$ cat config.mk
export PLATFORM = sky130hd
export DESIGN_NAME = fifo_stream_reader
export DESIGN_NICKNAME = d
export VERILOG_FILES = /design/src/rtl/fifo_stream_reader.sv
export SDC_FILE = /design/constraint.sdc
export NUM_CORES = 1
export LEC_CHECK = 0
export ABC_AREA = 1
export CAP_MARGIN = 20
export CORE_ASPECT_RATIO = 1.75
export CORE_MARGIN = 5
export CORE_UTILIZATION = 30
export DETAILED_ROUTE_END_ITERATION = 12
export HOLD_SLACK_MARGIN = 0.02
export SLEW_MARGIN = 5
export SYNTH_ARGS = -nofsm -noshare
export SYNTH_HDL_FRONTEND = slang
export SYNTH_SLANG_ARGS = --single-unit
$ cat constraint.sdc
create_clock -name clk -period 1.45 [get_ports clk]
set_input_delay 0.29 -clock clk [delete_from_list [all_inputs] [get_ports clk]]
set_output_delay 0.29 -clock clk [all_outputs]
set_load 0.02 [all_outputs]
$ cat src/rtl/fifo_stream_reader.sv
// fifo_stream_reader: FIFO read port (rd_en/dout/empty) to valid/ready stream.
// Optional pop counter when FIFO_READER_STATS_EN is defined.
module fifo_stream_reader #(
  parameter int DWIDTH    = 8,
  parameter int CNT_WIDTH = 16
) (
  input  logic              clk,
  input  logic              rst,
  output logic              fifo_rd_en,
  input  logic [DWIDTH-1:0] fifo_dout,
  input  logic              fifo_empty,
  output logic              m_valid,
  input  logic              m_ready,
  output logic [DWIDTH-1:0] m_data
`ifdef FIFO_READER_STATS_EN
  ,
  output logic [CNT_WIDTH-1:0] pop_count
`endif
);

  logic [1:0]        occ;
  logic [1:0]        occ_n;
  logic              inflight;
  logic              pop;
  logic [DWIDTH-1:0] head;
  logic [DWIDTH-1:0] tail;

  assign pop    = m_valid && m_ready;
  assign occ_n  = occ + {1'b0, inflight} - {1'b0, pop};
  assign m_data = head;

  // Issue a read only if its word is guaranteed a buffer slot.
  assign fifo_rd_en = !rst && !fifo_empty && (occ_n <= 2'd1);

  // Buffer occupancy, read tracking and head/tail data movement.
  always_ff @(posedge clk or posedge rst) begin
    if (rst) begin
      occ      <= '0;
      inflight <= 1'b0;
      m_valid  <= 1'b0;
      head     <= '0;
      tail     <= '0;
    end else begin
      inflight <= fifo_rd_en;
      occ      <= occ_n;
      m_valid  <= (occ_n != 2'd0);
      unique case (1'b1)
        inflight && (occ == 2'd0 || (occ == 2'd1 && pop)): begin
          head <= fifo_dout;
        end
        inflight && occ == 2'd2 && pop: begin
          head <= tail;
          tail <= fifo_dout;
        end
        inflight && occ == 2'd1 && !pop: begin
          tail <= fifo_dout;
        end
        !inflight && pop: begin
          head <= tail;
        end
        default: begin
        end
      endcase
    end
  end

`ifdef FIFO_READER_STATS_EN
  // Count completed handshakes, wrapping naturally.
  always_ff @(posedge clk or posedge rst) begin
    if (rst) pop_count <= '0;
    else if (pop) pop_count <= pop_count + 1'b1;
  end
`endif

  // Buffered plus in-flight words can never exceed the two slots.
  a_no_overflow: assert property (
    @(posedge clk) disable iff (rst)
    ({1'b0, occ} + {2'b0, inflight}) <= 3'd2
  );

endmodule

==> results.sh <==
export IMPL_boundaryPins=22
export IMPL_synth_cells=130
export IMPL_syn_area_mm2=0.00103
export IMPL_path_max_fanout=2
export IMPL_tightest_slew_ns=0.269
export IMPL_synth_nets=143
export IMPL_failed_checks="negative setup slack"
export IMPL_antenna_found_initial=0
export IMPL_cts_buffers_inserted=3
export IMPL_clock_path_buffers=2
export IMPL_worst_setup_path_start_kind="flip-flop"
export IMPL_dp_slack_ns=-1.10
export IMPL_p_total_mw=3.11
export IMPL_synth_top_area_share_pct=48.8
export IMPL_wire_per_inst_um=11.1
export IMPL_num_rows=28
export IMPL_p_sw_share_pct=39.1
export IMPL_layout_commonest_cell="nand2_1"
export IMPL_ys_ff_latch=20
export IMPL_clkSlewWorstSetupHoldPaths_ns=0.08
export IMPL_regToRegSetupSlack_ns=-0.02
export IMPL_status="finished with violations"
export IMPL_reg2reg_depth=9
export IMPL_clkPwrFrac_pct=18.0
export IMPL_grt_pass1_wl_mm=3.91
export IMPL_drive_above_1_share_pct=19.8
export IMPL_timing_final_ws_setup_ns=-0.509
export IMPL_grt_use_total_pct=11.1
export IMPL_drv_slew=0
export IMPL_postRouteAntennaNets=0
export IMPL_via_per_inst=4.27
export IMPL_leakagePower_nw=0.775
export IMPL_gp_congestion=0.789
export IMPL_synth_top_area_cell="dfrtp_1"
export IMPL_final_cell_mix="nand2_1, nand3_1, dfrtp_1"
export IMPL_r2r_start="m_valid$_DFF_PP0_"
export IMPL_seqPwrFrac_pct=31.3
export IMPL_cts_root_buf="clkbuf_8"
export IMPL_avgSynthCellArea_um2=7.89
export IMPL_num_vias=905
export IMPL_ir_worst_vdd_mv=1.19
export IMPL_hold_violations=0
export IMPL_grt_max_degree=21
export IMPL_clock_sinks=20
export IMPL_post_route_min_period_ns=1.96
export IMPL_p_int_mw=1.89
export IMPL_synth_area_leaders="dfrtp_1, nand2_1, nand3_1"
export IMPL_htree_levels=1
export IMPL_comb_power_share_pct=50.7
export IMPL_cp_end_kind="primary output"
export IMPL_synth_seq_area_share_pct=48.8
export IMPL_area_growth_pct=45.6
export IMPL_min_path_type="primary input to asynchronous set/reset pin"
export IMPL_fp_dieH_um=87.4
export IMPL_clock_fmax_mhz=510
export IMPL_drv_cap=0
export IMPL_power_density_mw_per_mm2=2080
export IMPL_fin_cells=212
export IMPL_min_period_over_period_pct=135
export IMPL_maxSlewHeadroom_pct=82.1
export IMPL_drt_total_wl_mm=2.35
export IMPL_crit_reg2reg_capture="inflight$_DFF_PP0_"
export IMPL_insertion_delay_ns=0.26
export IMPL_ys_types=20
export IMPL_worstPathArrival_ns=1.67
export IMPL_overflow=0
export IMPL_grt_pass1_vias=903
export IMPL_first_iter_violations=8
export IMPL_path_class="flip-flop to primary output"
export IMPL_nNetsFinal=181
export IMPL_fin_tns_setup_ns=-0.525
export IMPL_setup_viol=2
export IMPL_initial_core_util_pct=30.8
export IMPL_core_area_mm2=0.00333
export IMPL_rsz0062_at_grt="true"
export IMPL_yosysWarnings=0
export IMPL_tritoncts="built"
export IMPL_die_x_um=54.2
export IMPL_io_buffer_count=21
export IMPL_die_area_mm2=0.00474
export IMPL_drcViolationCount=0
export IMPL_required_ns=1.16
export IMPL_drt_pre_antenna_iters=2
export IMPL_skew_ns=0.00250
export IMPL_dpl_cell_count=205
export IMPL_dp_hpwl_mm=1.84
export IMPL_n_antenna_cell=0
export IMPL_p_switching_mw=1.21
## registers in the layout, indices dropped and copies added (netlist names)
register  cells
m_data        8
m_valid       1
inflight      1
tail          8
occ           2
## critical path, cell delays in order, from the launching register on
cell and delay (ns):
dfrtp_2 0.42, nand2_4 0.06, xor2_1 0.14, inv_1 0.06, ha_2 0.18, xnor2_2 0.14
inv_1 0.07, nand2_2 0.07, nand2_2 0.07, nor2_4 0.09, buf_6 0.12
## worst max path at each step
stage,cells past startpoint,slack [ns],startpoint,endpoint
2_1_floorplan,9,-0.23,m_valid$_DFF_PP0_,fifo_rd_en
3_3_place_gp,11,-1.09,m_ready,fifo_rd_en
3_5_place_dp,11,-1.10,m_ready,fifo_rd_en
4_1_cts,10,-0.52,m_valid$_DFF_PP0_,fifo_rd_en
5_1_grt,10,-0.65,m_valid$_DFF_PP0_,fifo_rd_en
6_report,10,-0.51,m_valid$_DFF_PP0_,fifo_rd_en
## cell families after synthesis
group	after synthesis	share of synthesized area [%]
AO/OA/AOI/OAI	2	2.32
XOR/XNOR	2	1.71
adder cells (fa/ha/maj)	1	1.22
buffers and inverters	17	6.34
flip-flops	20	48.8
AND/OR/NAND/NOR	88	39.6
## timing repair
action                                  in CTS  in global routing
resized for setup                           17                  1
pin swaps                                    0                  1
hold buffers                                 0                  0
endpoints found under the setup margin      12                 12
buffers inserted                             0                  3
## cell usage after synthesis
master and n:
ha_1 1, a21oi_1 1, or2_2 1, nand3_2 1, xor2_1 1, nand2_1 54, nor2_4 1, inv_1 15
xnor2_1 1, inv_2 1, nand3_1 24, o21bai_4 1, nand2_4 1, nand2_2 1, nor2_2 1, nand3b_1 1
buf_2 1, dfrtp_1 20, nor2_1 2, nand3_4 1
## final cells by class
class | instances | area (um2)
fillers | 337 | 1830
flip-flops and latches | 20 | 502
multi-input cells | 93 | 495
repair buffers | 34 | 309
inverters | 16 | 60.1
well taps | 45 | 56.3
clock buffers | 3 | 41.3
clock inverters | 1 | 30.0
## power groups by stage
stage | clock, mW | sequential [mW] | combinational, mW
detailed placement | 0 | 0.993 | 1.59
global route | 0.593 | 1.01 | 1.78
floorplan | 0 | 1.17 | 0.779
global placement | 0 | 0.981 | 1.56
finish | 0.560 | 0.973 | 1.58
CTS | 0.570 | 0.975 | 1.53
## routing by layer
metal	vias up	track usage, %	part of all wire [%]
met2	14	21.7	60
met1	410	10.8	36
met3	2	2.06	3.2
li1	479	-	-
met5	-	0	0
met4	0	3.85	0.90
## metrics by stage
| step | utilization (%) | hold slack [ns] | instance area [um2] |
|---|---|---|---|
| after floorplan | - | 0.254 | 1050 |
| after global placement | 41.7 | 0.489 | 1390 |
| after detailed placement | 41.7 | 0.495 | 1390 |
| after CTS | 43.6 | 0.382 | 1450 |
| after global routing | 44.9 | 0.416 | 1490 |
| final | 44.9 | 0.373 | 1490 |
(Power assumes the default switching activity.)
